### config.mk
export PLATFORM = sky130hd
export DESIGN_NAME = exec_ctrl
export DESIGN_NICKNAME = d
export VERILOG_FILES = /design/src/rtl/exec_ctrl_pkg.sv /design/src/rtl/edge_rise.sv /design/src/rtl/exec_ctrl.sv
export SDC_FILE = /design/constraint.sdc
export NUM_CORES = 1
export LEC_CHECK = 0
export ABC_AREA = 1
export ABC_CLOCK_PERIOD_IN_PS = 3800
export CAP_MARGIN = 0
export CORE_UTILIZATION = 54
export DETAILED_ROUTE_END_ITERATION = 12
export GPL_ROUTABILITY_DRIVEN = 1
export PLACE_DENSITY = 0.85
export SYNTH_ARGS = -nofsm -noshare
export SYNTH_HDL_FRONTEND = slang
export SYNTH_SLANG_ARGS = --single-unit
### constraint.sdc
create_clock -name clk -period 3.8 [get_ports clk]
set_input_delay 0.76 -clock clk [delete_from_list [all_inputs] [get_ports clk]]
set_output_delay 0.76 -clock clk [all_outputs]
set_load 0.05 [all_outputs]
### src/rtl/exec_ctrl_pkg.sv
// exec_ctrl_pkg: shared state encoding, edge-vector bit positions and default run rate
package exec_ctrl_pkg;
    typedef enum logic [2:0] {
        IDLE  = 3'd0,
        STEP  = 3'd1,
        RUN   = 3'd2,
        FAST  = 3'd3,
        EDIT  = 3'd4,
        CLEAR = 3'd5
    } state_t;
    localparam int DEFAULT_SLOW_DIV = 25_000_000;
    localparam int E_NEXT = 0;
    localparam int E_RUN = 1;
    localparam int E_SPEED = 2;
    localparam int E_SEND = 3;
    localparam int E_ROM = 4;
endpackage

### src/rtl/edge_rise.sv
// edge_rise: per-bit rising-edge pulse from one registered copy of each input
module edge_rise #(
    parameter int W = 1
) (
    input  logic         clk,
    input  logic         rst,
    input  logic [W-1:0] i_sig,
    output logic [W-1:0] o_rise
);
    logic [W-1:0] r_prev;
    always_ff @(posedge clk) begin
        if (rst) r_prev <= '0;
        else r_prev <= i_sig;
    end
    assign o_rise = i_sig & ~r_prev;
endmodule

### src/rtl/exec_ctrl.sv
// exec_ctrl: turns board buttons into core step pulses, ROM edit writes and a full-ROM clear,
// with slow/fast free-running rates and a pc breakpoint
module exec_ctrl
    import exec_ctrl_pkg::*;
#(
    parameter int DATA_W = 8,
    parameter int ADDR_W = 8,
    parameter int SLOW_DIV = DEFAULT_SLOW_DIV,
    parameter int FAST_DIV = 4
) (
    input  logic              clk,
    input  logic              rst,
    input  logic              rstROM,
    input  logic              next,
    input  logic              run,
    input  logic              speedRun,
    input  logic              edit,
    input  logic [ADDR_W-1:0] unit,
    input  logic [DATA_W-1:0] code,
    input  logic              send,
    input  logic              halt,
    input  logic [ADDR_W-1:0] pc,
    input  logic              bp_en,
    input  logic [ADDR_W-1:0] bp_addr,
    output logic              step_en,
    output logic              rom_we,
    output logic [ADDR_W-1:0] rom_addr,
    output logic [DATA_W-1:0] rom_wdata,
    output logic [2:0]        mode,
    output logic              busy
);
    localparam int CNT_W = $clog2(SLOW_DIV > FAST_DIV ? SLOW_DIV : FAST_DIV);
    localparam logic [CNT_W-1:0] SLOW_LAST = CNT_W'(SLOW_DIV - 1);
    localparam logic [CNT_W-1:0] FAST_LAST = CNT_W'(FAST_DIV - 1);

    state_t           r_state;
    logic [CNT_W-1:0] r_cnt;
    logic [4:0]       w_rise;
    logic             w_due;
    logic             w_bp;
    logic             w_clr_last;
    logic             w_clr_go;
    logic             w_active;

    edge_rise #(.W(5)) u_edge (
        .clk   (clk),
        .rst   (rst),
        .i_sig ({rstROM, send, speedRun, run, next}),
        .o_rise(w_rise)
    );

    assign w_due = r_cnt == (r_state == RUN ? SLOW_LAST : FAST_LAST);
    assign w_bp = bp_en && pc == bp_addr;
    assign w_clr_last = &rom_addr;
    // edit outranks a clear request from IDLE, so a clear only starts when edit agrees with the state
    assign w_clr_go = w_rise[E_ROM] && ((r_state == IDLE && !edit) || (r_state == EDIT && edit));
    assign w_active = r_state == STEP || r_state == RUN || r_state == FAST;
    assign mode = r_state;

    always_ff @(posedge clk) begin
        if (rst) begin
            r_state   <= IDLE;
            r_cnt     <= '0;
            step_en   <= 1'b0;
            rom_we    <= 1'b0;
            rom_addr  <= '0;
            rom_wdata <= '0;
            busy      <= 1'b0;
        end else begin
            step_en <= 1'b0;
            rom_we  <= 1'b0;
            busy    <= 1'b0;
            r_cnt   <= '0;
            if (r_state == CLEAR) begin
                if (w_clr_last) r_state <= edit ? EDIT : IDLE;
                else begin
                    rom_we   <= 1'b1;
                    busy     <= 1'b1;
                    rom_addr <= rom_addr + 1'b1;
                end
            end else if (w_clr_go) begin
                r_state   <= CLEAR;
                rom_we    <= 1'b1;
                busy      <= 1'b1;
                rom_addr  <= '0;
                rom_wdata <= '0;
            end else if (edit) begin
                r_state <= EDIT;
                if (r_state == EDIT && w_rise[E_SEND]) begin
                    rom_we    <= 1'b1;
                    rom_addr  <= unit;
                    rom_wdata <= code;
                end
            end else if (halt && w_active) begin
                r_state <= IDLE;
            end else begin
                case (r_state)
                    IDLE: begin
                        if (w_rise[E_NEXT]) begin
                            r_state <= STEP;
                            step_en <= 1'b1;
                        end else if (w_rise[E_RUN]) r_state <= RUN;
                        else if (w_rise[E_SPEED]) r_state <= FAST;
                    end
                    RUN, FAST: begin
                        if (w_due && w_bp) r_state <= IDLE;
                        else begin
                            step_en <= w_due;
                            r_cnt   <= w_due ? '0 : r_cnt + 1'b1;
                            if (w_rise[E_RUN]) begin
                                r_state <= r_state == RUN ? IDLE : RUN;
                                r_cnt   <= '0;
                            end else if (w_rise[E_SPEED]) begin
                                r_state <= r_state == FAST ? IDLE : FAST;
                                r_cnt   <= '0;
                            end
                        end
                    end
                    default: r_state <= IDLE;
                endcase
            end
        end
    end
endmodule

Yosys cells after proc, flatten, opt, wreduce, memory -nomap -nowiden:

Index checks and enable logic that the tools add are counted.

* register bits: 52
* output and inout bits: 22
* word-level logic and storage cells: 82
* input bits: 42

* reductions and logical operators: 23
* multiplexer cells: 34
* add/sub/neg operators: 2
* equality and inequality tests: 11
* bitwise logic cells: 4

Operators with widths (count)
* $mux 8: 8
* $mux 3: 12
* $add 25x1->25 const B: 1
* $eq 25x25->1: 1
* $mux 25: 1
* $reduce_or 10->1: 1
* $mux 1: 9
* $reduce_and 3->1: 3
* $add 8x1->8 const B: 1
* $eq 8x8->1: 1
* $ne 8x3->1 const B: 1
* $ne 8x6->1 const B: 1
* $reduce_and 8->1: 1
* $logic_and 1x1->1: 7
* $eq 3x2->1 const B: 2
* $eq 3x3->1 const B: 2
* $pmux 3 s2: 1
* $reduce_bool 3->1: 2
* $and 5x5->5: 1
* $not 5->5: 1
* $reduce_or 5->1: 1
* $mux 2: 2
* $ne 2x2->1 const B: 2
* $reduce_bool 2->1: 2
* 7 further kinds: 10

Logic depth before layout (Yosys ltp):

* depth after elaboration: 10
* depth in mapped cells: 13
* depth with buffers taken out: 13

Hierarchy:

A second synthesis with hierarchy kept.

* cells, all modules: 402
* area total of the unflattened synthesis: 2740.1 um^2

By module, submodules not included
* exec_ctrl: seq. area each 940.9 um^2, area an instance 2583.7 um^2, instances 1, cells each 382
* edge_rise: seq. area each 100.1 um^2, area an instance 156.4 um^2, instances 1, cells each 20

Least setup slack after synthesis:

No wires, ideal clock.

* kind: register -> register
* start: register rom_addr[0]
* end: register rom_addr[0]
* arrival: 1939 ps
* path buffers: 1
* library setup time: 119 ps
* setup slack: 1742 ps
* clock period less this slack: 2058 ps
* cell stages (with the launch flop): 11
* data required time: 3681 ps
* path through: dfxtp_1 -> ha_1 -> nand2_1 -> nor3_1 -> and2_1 -> nand2_1 -> nand2_1 -> nand2_1 -> buf_2 -> o21ai_0 -> nor2_1

* longest elaborated chain between the ends: 3
* elaborated cells between the ends (all ways): 6
* classes of those cells: add/sub (1); eq/ne (1); mux (2); reduce/logical (2)

RTL lines
* from (decl): RTL line exec_ctrl.sv:27 `output logic [ADDR_W-1:0] rom_addr,`
* from (signal assigned): RTL line exec_ctrl.sv:79 `rom_addr <= rom_addr + 1'b1;`
* from (signal assigned): RTL line exec_ctrl.sv:91 `rom_addr <= unit;`
* $add 8x1->8 or $reduce_and 8->1 (tied branches): RTL line exec_ctrl.sv:79, exec_ctrl.sv:54
* $mux 8 or $ne 2x2->1 (tied branches)
* $mux 8 or $reduce_and 3->1 (tied branches)

Several ways; a longest one is shown, not always the timed one. The select of a mux whose other input is x is not followed.
A chain may end at the register's enable or synchronous reset.

Worst setup path after layout:

* start: input port edit
* end: register r_cnt[23]

* longest elaborated chain between the ends: 5
* elaborated cells between the ends (all ways): 6
* classes of those cells: reduce/logical (6)

RTL lines
* from (decl): RTL line exec_ctrl.sv:17 `input logic edit,`
* $logic_not 1->1: RTL line exec_ctrl.sv:56 `assign w_clr_go = w_rise[E_ROM] && ((r_state == IDLE && !edit) || (r_state == EDIT && edit));`
* $logic_and 1x1->1: RTL line exec_ctrl.sv:56
* $logic_or 1x1->1: RTL line exec_ctrl.sv:56
* $logic_and 1x1->1: RTL line exec_ctrl.sv:56
* $reduce_or 10->1 (no line) *
* to (signal assigned): RTL line exec_ctrl.sv:109 `r_cnt <= w_due ? '0 : r_cnt + 1'b1;`
* to (decl): RTL line exec_ctrl.sv:37 `logic [CNT_W-1:0] r_cnt;`

Mark *: on every way between the ends. The rest lies on a longest branch, timed or not.

==> reports/results.tsv <==
metric	value	unit
Ys Warns	0	
number of hold-slack violations in the final timing report	0	
kind of launch point of the worst setup path	input port	
worst clock skew on the final layout	6.15	ps
setup repair after global routing missed its margin	false	
post-detailed-route count of antenna-violating nets	0	
count of pins over their slew limit	0	
upper clock frequency limit	0.412	GHz
most common cell in the synthesized netlist	sky130_fd_sc_hd__nand2_1	
buffer cell driving the clock tree root	sky130_fd_sc_hd__clkbuf_8	
horizontal die dimension	73.6	um
number of buffers added by the clock tree synthesis step	5	
outcome	complete, no violations	
Power Density	352	nW/um^2
total routing usage reported by global routing	25.1	%
TritonCTS clock tree	yes	
switch share	31.8	%
Worst-Skew Late Latency	300	ps
Maximum Capacitance Violations	0	
worst slew pin tran	631	ps
post-synth net total	456	
net switching power of the design	0.000397	W
post-cts resize count	0	
maximum count of clock buffers along a single path	2	
area share of the leading cell type in the synthesized netlist	37.6	%
routed vias	2772	
clock-pin slew on the worst setup and hold paths	90	ps
global-route congestion overflow total	0	
largest cells by area after synthesis	sky130_fd_sc_hd__dfxtp_1, sky130_fd_sc_hd__nand2_1, sky130_fd_sc_hd__nor2_1	
WL/cell	11.6	um
wire length after detailed routing	6320	um
Layout Nets	520	
leading register cell type out of synthesis	sky130_fd_sc_hd__dfxtp_1	
layout cell share with drive strength beyond 1	6.72	%
post-synthesis sequential element count	52	
Setup Viol. Count Final	0	
DRC violations left	0	
maximum number of pins on one net before global-route repair	26	
number of fillers in the final layout	414	
share of synthesized flip-flops with an asynchronous set or reset	0	%
design internal power	0.000852	W
non-filler instance count after layout	543	
Required @ worst endpoint	4020	ps
dominant cell type by area after synthesis	sky130_fd_sc_hd__dfxtp_1	
drt pass-1 iters	5	
Rel. slew slack	57.8	%
number of placed cells counting well taps	536	
Port Buffers	63	
number of primary I/O pins	64	
floorplan die area	5410	um^2
number of distinct library cells after synthesis	37	
Max H-tree Level	2	
summed area of non-filler cells in the final layout	3540	um^2
Pleak	1.41	nW
synthesized area per cell	6.71	um^2
sequential share of power	47.7	%
clock period minus worst slack	2430	ps
clock net sink count	52	
critical path type	in -> reg	
worst vdd ir	220	uV
instance area after placement	3450	um^2
number of global-route vias before repair	2647	
detailed-placement wirelength estimate	4770	um
number of core rows	25	
Setup Fix Bufs, Post-CTS	0	
Post-synth EDFFs	0	
placeable core region	4820	um^2
first-pass GRT wire length	10700	um
critical-path maximum fanout	25	
top cells by count, synth	sky130_fd_sc_hd__nand2_1, sky130_fd_sc_hd__nor2_1, sky130_fd_sc_hd__inv_1, sky130_fd_sc_hd__dfxtp_1, sky130_fd_sc_hd__nand3_1	
DIE HEIGHT	73.6	um
post-layout utilization of the core	73.6	%
proportion of power drawn by the clock network	27.0	%
final weighted congestion in routability-driven placement	0.895	
Data arrival, critical path	2650	ps
initial antenna violation count	0	
post-route clock period utilization	63.9	%
sequential-to-total area share from yosys stat	37.6	%
number of DRC markers in iteration 0	201	
quantity of hold-fixing buffers added after cts	0	
Syn-to-layout area delta	28.1	%
cell count after synthesis	412	
part of the power in combinational logic	25.3	%
worst min path class	reg -> reg	
CP Capture Type	flop	
Via-to-Cell Ratio	5.10	
Initial Util	57.4	%
Post-Route Setup TNS	0	ps
Synth Cell Area	2770	um^2
diode insertion count for antenna repair	0	
-- final cells by class --
type,count,area (um^2),share of cell area [%]
inverter,57,215,6.07
sequential,52,1040,29.4
clock buffer,7,96.3,2.72
multi-input combinational,297,1480,41.7
timing repair buffer,63,631,17.8
tap,67,83.8,2.37
-- logic make-up (layout without fill, tap and decap cells) --
kind of cell | count (synthesis) | in the layout | synth area share (%)
buffers and inverters | 63 | 127 | 8.96
AO/OA/AOI/OAI | 51 | 51 | 10.4
AND/OR/NAND/NOR | 228 | 228 | 37.1
flip-flops | 52 | 52 | 37.6
adder cells (fa/ha/maj) | 2 | 2 | 0.905
XOR/XNOR | 16 | 16 | 5.07
-- layer usage --
layer  wire, um  GRT usage (%)
met5          0              0
met3        262           5.21
met2       3100           42.7
met4        137           11.3
met1       2820           30.2
-- critical path: stages --
cell                              delay (ps)
sky130_fd_sc_hd__clkdlybuf4s50_1         480
sky130_fd_sc_hd__inv_1                   100
sky130_fd_sc_hd__nand2_1                  60
sky130_fd_sc_hd__nand3_2                 130
sky130_fd_sc_hd__nand2_2                  80
sky130_fd_sc_hd__clkinv_2                130
sky130_fd_sc_hd__nand2_2                  90
sky130_fd_sc_hd__nor2_4                  120
sky130_fd_sc_hd__nand4_4                 370
sky130_fd_sc_hd__nor3b_1                 310
-- worst paths after layout --
path | from | slack [ps] | cells after the start | endpoint
max reg2reg | mode[1] | 1740 | 10 | r_cnt[23]
min | r_cnt[0] | 450 | 1 | r_cnt[0]
max | edit | 1370 | 10 | r_cnt[23]
min reg2reg | r_cnt[0] | 450 | 1 | r_cnt[0]
-- power by group through the flow --
stage / clock (W) / sequential (W) / combinational, W
4_1_cts: 0.000342 / 0.000595 / 0.000315
2_1_floorplan: 0 / 0.000681 / 0.000121
3_5_place_dp: 0 / 0.000608 / 0.000313
5_1_grt: 0.000358 / 0.000601 / 0.000341
3_3_place_gp: 0 / 0.000607 / 0.000308
6_report: 0.000337 / 0.000596 / 0.000316
-- registers in the layout, summed over array words and instances (netlist names) --
register	cells
rom_we	1
r_cnt	25
step_en	1
rom_wdata	8
mode	3
u_edge.r_prev	5
busy	1
rom_addr	8
-- through the flow --
| stage | total power (W) | setup slack, ps | hold WS [ps] |
|---|---|---|---|
| 5_1_grt | 0.00130 | 1230 | 465 |
| 4_1_cts | 0.00125 | 1370 | 459 |
| 3_5_place_dp | 0.000921 | 1050 | 438 |
| 2_1_floorplan | 0.000802 | 1740 | 418 |
| 6_report | 0.00125 | 1370 | 455 |
| 3_3_place_gp | 0.000915 | 1160 | 429 |
-- layout by cell type (no fill, tap or decap), drive strengths merged, types with 4 or more instances in the layout --
cell type	netlist	layout
nand2	100	100
nor2	73	73
clkdlybuf4s50	0	63
inv	56	56
dfxtp	52	52
nand3	27	27
o21ai	22	22
a21oi	21	21
nor3	15	15
xor2	10	10
clkbuf	3	7
xnor2	6	6
a211oi	4	4
nand4	4	4
Note: power is estimated with default switching activity, not from simulation.
